--- src/rtl/elevator_pkg.sv ---
// Shared elevator definitions: car state encoding, floor width and default plant timing.
package elevator_pkg;

  localparam int FLOOR_W           = 3;
  localparam int DEF_NUM_FLOORS    = 5;
  localparam int DEF_TRAVEL_CYCLES = 4;
  localparam int DEF_DOOR_CYCLES   = 3;

  typedef enum logic [1:0] {
    ST_IDLE      = 2'd0,
    ST_MOVE_UP   = 2'd1,
    ST_MOVE_DOWN = 2'd2,
    ST_DOOR      = 2'd3
  } car_state_e;

  // Counter width able to hold 0..n-1, never narrower than one bit.
  function automatic int cnt_w(input int n);
    return (n < 2) ? 1 : $clog2(n);
  endfunction

endpackage

--- src/rtl/car_timer.sv ---
// Loadable up-counter over 0..LIMIT-1 with a terminal-count flag; wraps to 0 after terminal count.
module car_timer
  import elevator_pkg::*;
#(
  parameter int LIMIT = 4
) (
  input  logic clk,
  input  logic reset,
  input  logic i_load,
  input  logic i_en,
  output logic o_tc
);

  localparam int CW = cnt_w(LIMIT);

  logic [CW-1:0] r_count;

  always_ff @(posedge clk or posedge reset) begin
    if (reset)                      r_count <= '0;
    else if (i_load || (i_en && o_tc)) r_count <= '0;
    else if (i_en)                  r_count <= r_count + 1'b1;
  end

  assign o_tc = (r_count == CW'(LIMIT - 1));

endmodule

--- src/rtl/elevator_car_drive.sv ---
// Plant model of one elevator car: turns up/down/open commands into floor position,
// travel timing and door dwell, with registered status outputs for the controller.
module elevator_car_drive
  import elevator_pkg::*;
#(
  parameter int NUM_FLOORS    = DEF_NUM_FLOORS,
  parameter int TRAVEL_CYCLES = DEF_TRAVEL_CYCLES,
  parameter int DOOR_CYCLES   = DEF_DOOR_CYCLES
) (
  input  logic               clk,
  input  logic               reset,
  input  logic               up,
  input  logic               down,
  input  logic               open_req,
  output logic [FLOOR_W-1:0] floor,
  output logic               moving,
  output logic               dir_up,
  output logic               door_open,
  output logic               arrived,
  output logic               cmd_fault
);

  localparam logic [FLOOR_W-1:0] TOP = FLOOR_W'(NUM_FLOORS - 1);

  car_state_e         r_state, w_state_nxt;
  logic [FLOOR_W-1:0] r_floor, w_floor_nxt;
  logic               r_moving, r_dir_up, r_door_open, r_arrived, r_cmd_fault;
  logic               w_arrive, w_fault, w_trav_load, w_door_load;
  logic               w_trav_tc, w_door_tc, w_in_move, w_in_door;
  logic               w_at_top, w_at_bot;
  logic [FLOOR_W-1:0] w_floor_up, w_floor_dn;

  assign w_in_move  = (r_state == ST_MOVE_UP) || (r_state == ST_MOVE_DOWN);
  assign w_in_door  = (r_state == ST_DOOR);
  assign w_at_top   = (r_floor == TOP);
  assign w_at_bot   = (r_floor == '0);
  assign w_floor_up = r_floor + 1'b1;
  assign w_floor_dn = r_floor - 1'b1;

  // Travel timer wraps on its own at each floor boundary, so continuing motion needs no reload.
  car_timer #(.LIMIT(TRAVEL_CYCLES)) u_travel (
    .clk    (clk),
    .reset  (reset),
    .i_load (w_trav_load),
    .i_en   (w_in_move),
    .o_tc   (w_trav_tc)
  );

  car_timer #(.LIMIT(DOOR_CYCLES)) u_door (
    .clk    (clk),
    .reset  (reset),
    .i_load (w_door_load),
    .i_en   (w_in_door),
    .o_tc   (w_door_tc)
  );

  always_comb begin
    w_state_nxt = r_state;
    w_floor_nxt = r_floor;
    w_arrive    = 1'b0;
    w_fault     = 1'b0;
    w_trav_load = 1'b0;
    w_door_load = 1'b0;
    unique case (r_state)
      ST_IDLE: begin
        if (up && down) begin
          w_fault = 1'b1;
        end else if (up && !w_at_top) begin
          w_state_nxt = ST_MOVE_UP;
          w_trav_load = 1'b1;
        end else if (down && !w_at_bot) begin
          w_state_nxt = ST_MOVE_DOWN;
          w_trav_load = 1'b1;
        end else if (open_req) begin
          w_state_nxt = ST_DOOR;
          w_door_load = 1'b1;
        end
      end
      ST_MOVE_UP: begin
        if (w_trav_tc) begin
          w_floor_nxt = w_floor_up;
          if (!(up && !down && (w_floor_up != TOP))) begin
            w_state_nxt = ST_DOOR;
            w_arrive    = 1'b1;
            w_door_load = 1'b1;
          end
        end
      end
      ST_MOVE_DOWN: begin
        if (w_trav_tc) begin
          w_floor_nxt = w_floor_dn;
          if (!(down && !up && (w_floor_dn != '0))) begin
            w_state_nxt = ST_DOOR;
            w_arrive    = 1'b1;
            w_door_load = 1'b1;
          end
        end
      end
      ST_DOOR: begin
        if (w_door_tc) w_state_nxt = ST_IDLE;
      end
      default: w_state_nxt = ST_IDLE;
    endcase
  end

  // Status flags are registered from the next state so they line up with r_state.
  always_ff @(posedge clk or posedge reset) begin
    if (reset) begin
      r_state     <= ST_IDLE;
      r_floor     <= '0;
      r_moving    <= 1'b0;
      r_dir_up    <= 1'b0;
      r_door_open <= 1'b0;
      r_arrived   <= 1'b0;
      r_cmd_fault <= 1'b0;
    end else begin
      r_state     <= w_state_nxt;
      r_floor     <= w_floor_nxt;
      r_moving    <= (w_state_nxt == ST_MOVE_UP) || (w_state_nxt == ST_MOVE_DOWN);
      r_dir_up    <= (w_state_nxt == ST_MOVE_UP);
      r_door_open <= (w_state_nxt == ST_DOOR);
      r_arrived   <= w_arrive;
      r_cmd_fault <= w_fault;
    end
  end

  assign floor     = r_floor;
  assign moving    = r_moving;
  assign dir_up    = r_dir_up;
  assign door_open = r_door_open;
  assign arrived   = r_arrived;
  assign cmd_fault = r_cmd_fault;

endmodule
--- config.mk ---
export PLATFORM = sky130hd
export DESIGN_NAME = elevator_car_drive
export DESIGN_NICKNAME = d
export VERILOG_FILES = /design/src/rtl/elevator_pkg.sv /design/src/rtl/car_timer.sv /design/src/rtl/elevator_car_drive.sv
export SDC_FILE = /design/constraint.sdc
export NUM_CORES = 1
export LEC_CHECK = 0
export CORE_ASPECT_RATIO = 1.75
export CORE_UTILIZATION = 35
export DETAILED_ROUTE_END_ITERATION = 16
export PLACE_DENSITY = 0.59
export SLEW_MARGIN = 5
export SYNTH_ARGS = -nofsm -noshare
export SYNTH_HDL_FRONTEND = slang
export SYNTH_SLANG_ARGS = --single-unit
--- constraint.sdc ---
create_clock -name clk -period 1.8 [get_ports clk]
set_input_delay 0.54 -clock clk [delete_from_list [all_inputs] [get_ports clk]]
set_output_delay 0.54 -clock clk [all_outputs]
set_load 0.01 [all_outputs]
==> flow_metrics.tcl, run 1 <==
set metrics [dict create \
    p_leak_nw 0.666 \
    die_x_um 40.5 \
    seqCellArea_um2 350 \
    path_delay_family "buffers and inverters" \
    crit_path_start_kind "flop" \
    gp_congestion 0.778 \
    route.detailed.drc 0 \
    syn_nets 109 \
    min_from "u_door.r_count[0]" \
    ff2ff_path_depth 8 \
    start_util_pct 36.8 \
    power.internal_w 0.00147 \
    ys_seq_area_share_pct 38.7 \
    multi_input_area_um2 609 \
    rsz0062_at_grt "true" \
    reg2reg_slack_ns 0.06 \
    p_per_area_nw_per_um2 1800 \
    power.switching_w 0.000954 \
    area_growth_pct 49.0 \
    totalWireLength_mm 2.07 \
    ctsLongestPathBuffers 2 \
    fill_cells 223 \
    drt_iter0_markers 12 \
    grt_use_total_pct 17.1 \
    vdd_drop_max_mv 0.904 \
    end_kind "primary output" \
    cts_buffers 3 \
    dpl.hpwl_mm 1.62 \
    ys_types 29 \
    synth.avg_cell_area_um2 10.1 \
    firstDrtPassIters 4 \
    rows 24 \
    path_cells "buf_4 -> buf_4 -> dlygate4sd2_1" \
    ys_ff_latch 14 \
    clk_latency_ns 0.25 \
    critPathMostFrequentCell "buf_4" \
    min_period_ns 1.75 \
    layout.nets 144 \
    total_power_w 0.00243 \
    die_y_um 69.3 \
    cts.sinks 14 \
    slew_headroom_pct 79.2 \
    cts_tree "built" \
    critPathMaxStageDelay_ns 0.42 \
    grt-ovfl-total 0 \
    cts_root_buf "clkbuf_8" \
    post-route-period-util_pct 97.4 \
    critPathBufInv 3 \
    io_pins 13 \
    power.share.sequential_pct 23.0 \
    max_freq_mhz 570 \
    mostFrequentLayoutCells "18 x buf_4, 14 x dfrtp_1, 9 x ha_1" \
    skew_ns 0.00498 \
    drv_cap 0 \
    hold_depth 2 \
    drtAntennaViolNets 0 \
    clkTransAtPathRegs_ns 0.06 \
    antenna_found_initial 0 \
    status "finished, final reports clean" \
    synthCells 90 \
    htree_levels 1 \
    hold_viol 0 \
    p_clk_share_pct 12.8 \
    core_um2 2460 \
    tightestPinTransition_ns 0.308 \
    hold_buffers 0 \
    layout_commonest_cell "buf_4" \
    wire_per_inst_um 13.8 \
    critical_path_class "reg2out" \
    arrival_ns 1.21 \
    combPwrFrac_pct 64.2 \
    whs_endpoint "u_door.r_count[0]" \
    r2r_end "moving" \
    dieArea_um2 2800 \
    n_antenna_cell 0 \
    yosys_warnings 0 \
    hp-class "reg2reg" \
    routed_via_density 5.09 \
    grt_pass1_vias 773 \
    synthesis.area_um2 906 \
    finalWorstSetupSlack_ns 0.0460 \
    cp.required_ns 1.26 \
    final_max_slew_viol_count 0 \
    sw_frac_of_total_pct 39.3 \
    port_buffers 12 \
    grt_pass1_wl_mm 3.27 \
    setup_violations 0 \
    drive_gt1_share_pct 33.1 \
    grt_max_degree 15 \
    critical-path-slowest-cell "dfrtp_1" \
    r2r-start "floor[0]" \
    dpl_worst_slack_ns -0.405 \
    crit_fanout 4 \
    detailroute.via_count 763 \
]
[power groups by stage]
| stage | registers, W | logic, W | clock network (W) |
|---|---|---|---|
| floorplan | 0.000585 | 0.000817 | 0 |
| global placement | 0.000551 | 0.00137 | 0 |
| detailed placement | 0.000554 | 0.00140 | 0 |
| CTS | 0.000551 | 0.00144 | 0.000324 |
| global route | 0.000575 | 0.00175 | 0.000341 |
| finish | 0.000558 | 0.00156 | 0.000311 |
[routing by layer]
layer	up-vias	part of all wire (%)	global-route usage, %
met3	6	1.1	1.92
met4	0	3.4	11.1
li1	382	-	-
met5	-	0	0
met1	369	37	17.6
met2	6	58	29.1
[worst min-delay path, cell delays in order (launching register included)]
cell and delay (ns):
dfrtp_1 0.32, inv_1 0.05, mux2i_1 0.12
[per-stage QoR]
stage,instances,hold WS (ns),area [um2],setup TNS [ns],utilization (%)
2_1_floorplan,90,0.429,921,0,-
3_3_place_gp,143,0.515,1190,-1.84,48.2
3_5_place_dp,143,0.525,1190,-2.08,48.2
4_1_cts,147,0.533,1270,-0.0264,51.4
5_1_grt,150,0.577,1350,-0.0815,54.8
6_report,150,0.531,1350,0,54.8
[cells in the mapped netlist]
cell type / count / area (um2)
a2111o_1: 1 / 11.3
a21boi_2: 1 / 11.3
a21oi_1: 6 / 30.0
a221oi_1: 1 / 8.76
a2bb2oi_1: 1 / 8.76
a31oi_1: 1 / 6.26
and2_1: 2 / 12.5
and2b_1: 2 / 15.0
and3_1: 1 / 6.26
buf_2: 1 / 5.00
dfrtp_1: 14 / 350
ha_1: 14 / 175
inv_1: 11 / 41.3
mux2i_1: 3 / 30.0
nand2_1: 1 / 3.75
nand2b_1: 4 / 25.0
nand3_1: 1 / 5.00
nand3b_1: 1 / 7.51
nor2_1: 5 / 18.8
nor2b_1: 1 / 6.26
nor3_1: 2 / 10.0
nor4_1: 1 / 6.26
o211a_1: 2 / 20.0
o21a_1: 1 / 7.51
o21ai_0: 3 / 15.0
o22ai_1: 4 / 25.0
o2bb2ai_1: 2 / 17.5
xnor2_1: 1 / 8.76
xor2_1: 2 / 17.5
[sequential cells by signal, indices dropped and copies added, names as in the netlist]
name and count:
floor 3, u_door.r_count 2, u_travel.r_count 2, cmd_fault 1
moving 1, r_state 2, door_open 1, dir_up 1
arrived 1
[repair_timing]
action	4_1_cts	5_1_grt
endpoints found under the setup margin	7	5
hold endpoints to repair	0	0
cloned	0	0
pin swaps	2	7
gates resized for setup	11	13
setup buffers	0	3
[kinds of logic (layout without fill, tap and decap cells)]
logic type,Yosys count,count (layout),share of synthesized area [%]
adders and majority gates,14,14,19.3
muxes,3,3,3.32
DFF,14,14,38.7
AOI/OAI and AO/OA,23,23,17.8
and+or+nand+nor,21,21,12.8
xor gates and xnor gates,3,3,2.90
buffers and inverters,12,46,5.11
[worst max path at each step]
stage	from	endpoint	slack [ns]	cells after the start
after floorplan	floor[0]	moving	0.01	7
after global placement	down	moving	-0.37	7
after detailed placement	down	moving	-0.41	7
after CTS	floor[0]	moving	-0.02	8
after global routing	floor[0]	moving	-0.06	8
final	floor[0]	floor[0]	0.05	3
[final cells by class]
cell class	count	area share (%)
clock buffers	4	4.08
inverters	11	3.06
multi-input cells	64	45.1
flip-flops and latches	14	26.0
well taps	26	2.41
repair buffers	31	19.4
(Power assumes the default switching activity.)
==> run 2: changes to the inputs <==
--- a/config.mk
+++ b/config.mk
@@ -5,10 +5,9 @@
 export SDC_FILE = /design/constraint.sdc
 export NUM_CORES = 1
 export LEC_CHECK = 0
-export CORE_ASPECT_RATIO = 1.75
-export CORE_UTILIZATION = 35
+export CORE_UTILIZATION = 40
 export DETAILED_ROUTE_END_ITERATION = 16
-export PLACE_DENSITY = 0.59
+export PLACE_DENSITY = 0.66
 export SLEW_MARGIN = 5
 export SYNTH_ARGS = -nofsm -noshare
 export SYNTH_HDL_FRONTEND = slang
==> flow_metrics.tcl, run 2 (same netlist as run 1, synthesis figures left out) <==
set metrics [dict create \
    clkTransAtPathRegs_ns 0.09 \
    arrival_ns 1.99 \
    min_period_ns 1.76 \
    drt_iter0_markers 10 \
    drv_cap 0 \
    critPathBufInv 2 \
    core_um2 2040 \
    critical-path-slowest-cell "dfrtp_1" \
    rsz0062_at_grt "true" \
    final_max_slew_viol_count 0 \
    cts.sinks 14 \
    wire_per_inst_um 14.0 \
    n_antenna_cell 0 \
    crit_fanout 4 \
    detailroute.via_count 771 \
    route.detailed.drc 0 \
    path_delay_family "compound AO/OA/AOI/OAI gates" \
    dieArea_um2 2460 \
    path_cells "inv_2 -> ha_4 -> and2b_1 -> mux2i_1 -> o2bb2ai_2 -> a221oi_2 -> ha_1 -> inv_1" \
    maxUsedRoutingLayer "met4" \
    wl_met2_um 999 \
    timing.hold.ws_ns 0.487 \
    cp.required_ns 2.03 \
    antenna_found_initial 0 \
    utilization_pct 65.7 \
    grt_use_total_pct 19.2 \
    finalWorstSetupSlack_ns 0.0445 \
    vdd_drop_max_mv 1.08 \
    die_y_um 49.6 \
    crit_path_start_kind "flop" \
    tns_ns 0 \
    hp-class "in2async" \
    port_buffers 12 \
    grt_pass1_vias 797 \
    grt_max_degree 9 \
    io_pins 13 \
    clk_latency_ns 0.29 \
    grt-ovfl-total 0 \
    dpl_worst_slack_ns -0.411 \
    area_growth_pct 48.2 \
    layout.nets 142 \
    setup_violations 0 \
    dpl.hpwl_mm 1.50 \
    skew_ns 0.00272 \
    layout_commonest_cell "buf_4" \
    fill_cells 174 \
    p_per_area_nw_per_um2 1810 \
    routed_via_density 5.17 \
    firstDrtPassIters 2 \
    largest_reg_flops 3 \
    die_x_um 49.6 \
    cts_buffers 3 \
    cts_tree "built" \
    wl_met1_um 959 \
    htree_levels 1 \
    cts_root_buf "clkbuf_4" \
    rows 16 \
    critPathMaxStageDelay_ns 0.42 \
    max_freq_mhz 570 \
    hold_viol 0 \
    grt_pass1_wl_mm 3.58 \
    slew_headroom_pct 80.2 \
    ctsLongestPathBuffers 2 \
    totalWireLength_mm 2.08 \
    status "finished, final reports clean" \
    drive_gt1_share_pct 35.2 \
    gp_congestion 0.744 \
    mostFrequentLayoutCells "17 x buf_4, 13 x dfrtp_1, 8 x inv_1, 8 x ha_1, 7 x clkdlybuf4s50_1" \
    drtAntennaViolNets 0 \
    post-route-period-util_pct 97.5 \
    end_kind "flop" \
    dr_wl_met3_um 63 \
    start_util_pct 44.4 \
    critical_path_class "reg2reg" \
    tightestPinTransition_ns 0.297 \
    p_leak_nw 0.646 \
]
==> run 2: changes by cell type in the layout (fill, tap and decap cells not counted), sizes merged <==
cell           previous run  this run
buf                      19        17
clkdlybuf4s50             8         7
dlymetal6s2s              0         1
==> run 2: layout make-up <==
type	instances	area [um2]	area share [%]
timing repair buffer	29	245	18.3
tap	27	33.8	2.52
multi-input combinational	64	634	47.3
clock buffer	4	36.3	2.70
inverter	11	41.3	3.08
sequential	14	352	26.2
==> run 2: routing by layer <==
metal	global-route usage [%]	vias up
met5	0	-
met1	23.6	371
met4	10.0	0
met2	32.7	16
li1	-	377
met3	2.16	7
==> run 2: final timing paths <==
check / start / endpoint / slack (ns) / depth (start not counted)
max reg2reg: floor[1] / moving / 0.04 / 8
min: reset / floor[0] / 0.49 / 2
max in group asynchronous: reset / r_state[0] / 0.89 / 3
min in group clk: u_door.r_count[0] / u_door.r_count[0] / 0.54 / 2
min reg2reg: u_door.r_count[0] / u_door.r_count[0] / 0.54 / 2
max: floor[1] / moving / 0.04 / 8
==> run 2: power breakdown <==
group,switching (W),internal (W)
clock network,0.000112,0.000123
registers,0.0000923,0.000462
logic,0.000816,0.000829
total,0.00102,0.00141
==> run 2: repair_timing <==
| action | CTS | global route |
|---|---|---|
| endpoints found under the hold margin | 0 | 0 |
| hold buffers | 0 | 0 |
| endpoints found under the setup margin | 6 | 5 |
| pin swaps | 5 | 4 |
| buffers inserted | 1 | 1 |
| gates resized for setup | 19 | 10 |
==> run 2: per-stage QoR <==
| stage | instance area (um2) | total power, W | instances |
|---|---|---|---|
| after global routing | 1340 | 0.00263 | 149 |
| after detailed placement | 1190 | 0.00195 | 144 |
| after global placement | 1190 | 0.00191 | 144 |
| after floorplan | 921 | 0.00140 | 90 |
| final | 1340 | 0.00244 | 149 |
| after CTS | 1280 | 0.00231 | 148 |
==> run 3: changes to the inputs <==
--- a/config.mk
+++ b/config.mk
@@ -7,7 +7,7 @@
 export LEC_CHECK = 0
 export CORE_UTILIZATION = 40
 export DETAILED_ROUTE_END_ITERATION = 16
-export PLACE_DENSITY = 0.66
+export PLACE_DENSITY = 0.64
 export SLEW_MARGIN = 5
 export SYNTH_ARGS = -nofsm -noshare
 export SYNTH_HDL_FRONTEND = slang
==> constraint.sdc (replaced) <==
create_clock -name clk -period 1.9 [get_ports clk]
set_input_delay 0.57 -clock clk [delete_from_list [all_inputs] [get_ports clk]]
set_output_delay 0.57 -clock clk [all_outputs]
set_load 0.01 [all_outputs]
==> flow_metrics.tcl, run 3 (same netlist as run 1, synthesis figures left out) <==
set metrics [dict create \
    status "finished, final reports clean" \
    power.internal_w 0.00124 \
    gp_congestion 0.843 \
    min_period_ns 1.80 \
    end_kind "primary output" \
    crit_fanout 3 \
    critPathBufInv 1 \
    path_delay_family "buffers and inverters" \
    endpoint "floor[1]" \
    critical_path_class "reg2out" \
    ff2ff_path_depth 6 \
    die_y_um 49.6 \
    dpl_worst_slack_ns -0.343 \
    ctsLongestPathBuffers 2 \
    critPathMaxStageDelay_ns 0.55 \
    route.detailed.drc 0 \
    detailroute.via_count 734 \
    hold_depth 2 \
    antenna_found_initial 0 \
    grt_pass1_wl_mm 3.11 \
    largest_reg_flops 3 \
    power.share.sequential_pct 24.2 \
    p_leak_nw 0.659 \
    clk_latency_ns 0.28 \
    rows 16 \
    arrival_ns 1.23 \
    path_cells "clkdlybuf4s50_1" \
    drtAntennaViolNets 0 \
    slew_headroom_pct 64.8 \
    r2r-start "floor[1]" \
    drive_gt1_share_pct 23.1 \
    critical-path-slowest-cell "clkdlybuf4s50_1" \
    r2r_end "u_door.r_count[1]" \
    hp-class "reg2reg" \
    tightestPinTransition_ns 0.528 \
    combPwrFrac_pct 65.3 \
    drv_cap 0 \
    io_pins 13 \
    worst-path-stages 1 \
    power.switching_w 0.000818 \
    post-route-period-util_pct 94.7 \
    dieArea_um2 2460 \
    clkTransAtPathRegs_ns 0.08 \
    layout_commonest_cell "buf_4" \
    mostFrequentLayoutCells "16 x buf_4, 14 x dfrtp_1, 13 x ha_1" \
    hold_buffers 0 \
    cp.required_ns 1.33 \
    core_um2 2040 \
    cts_buffers 3 \
    totalWireLength_mm 1.73 \
    skew_ns 0.00628 \
    sw_frac_of_total_pct 39.7 \
    rsz0062_at_grt "false" \
    cts_root_buf "clkbuf_4" \
    htree_levels 1 \
    setup_violations 0 \
    dpl.hpwl_mm 1.40 \
    postPlaceCellArea_um2 1170 \
    p_clk_share_pct 10.5 \
    n_antenna_cell 0 \
    cts_tree "built" \
    reg2reg_slack_ns 0.11 \
    start_util_pct 44.4 \
    grt_pass1_vias 736 \
    grt-ovfl-total 0 \
    final_area_um2 1250 \
    firstDrtPassIters 4 \
    vdd_drop_max_mv 0.867 \
    cts.sinks 14 \
    crit_start "floor[1]" \
    area_growth_pct 37.7 \
    grt_max_degree 15 \
    port_buffers 12 \
    wire_per_inst_um 11.7 \
    grt_use_total_pct 17.0 \
    layout.cells.non_filler 148 \
    crit_path_start_kind "flop" \
    p_per_area_nw_per_um2 1650 \
    final_max_slew_viol_count 0 \
    fill_cells 191 \
    layout.nets 141 \
    max_freq_mhz 556 \
    hold_viol 0 \
    finalWorstSetupSlack_ns 0.101 \
    dp_cells 143 \
    routed_via_density 4.96 \
    die_x_um 49.6 \
    drt_iter0_markers 11 \
]
run 3: stage by stage:
step / TNS [ns] / util (%) / power, W / hold slack, ns
2_1_floorplan: 0 / - / 0.00130 / 0.459
3_3_place_gp: -1.54 / 57.2 / 0.00177 / 0.526
3_5_place_dp: -1.62 / 57.2 / 0.00180 / 0.521
4_1_cts: 0 / 59.7 / 0.00205 / 0.533
5_1_grt: 0 / 61.1 / 0.00227 / 0.557
6_report: 0 / 61.1 / 0.00206 / 0.530
run 3: final cells by class:
class	count	area [um2]	area share, %
multi-input cells	64	543	43.5
clock buffers	4	36.3	2.91
flip-flops and latches	14	350	28.1
well taps	27	33.8	2.71
repair buffers	28	243	19.5
inverters	11	41.3	3.31
run 3: what timing repair did:
item	4_1_cts	5_1_grt
setup endpoints to repair	4	5
gates resized for setup	4	8
pin swaps	1	3
buffers inserted	1	0
run 3: power groups by stage:
stage | sequential (W) | combinational, W | clock [W]
after floorplan | 0.000554 | 0.000743 | 0
after global placement | 0.000509 | 0.00126 | 0
after detailed placement | 0.000515 | 0.00128 | 0
after CTS | 0.000499 | 0.00132 | 0.000226
after global routing | 0.000516 | 0.00152 | 0.000239
final | 0.000499 | 0.00135 | 0.000216
run 3: worst min-delay path by stage:
stage                      start                 to
6_report       u_door.r_count[0]  u_door.r_count[0]
3_5_place_dp   u_door.r_count[0]  u_door.r_count[0]
5_1_grt        u_door.r_count[0]  u_door.r_count[0]
4_1_cts        u_door.r_count[0]  u_door.r_count[0]
3_3_place_gp   u_door.r_count[0]  u_door.r_count[0]
2_1_floorplan              reset            arrived
run 3: routing by layer:
metal | up-vias | GRT usage [%] | wire (um)
met1 | 335 | 20.4 | 811
met5 | - | 0 | 0
met4 | 0 | 7.14 | 33
li1 | 381 | - | -
met3 | 5 | 3.70 | 47
met2 | 13 | 29.1 | 834
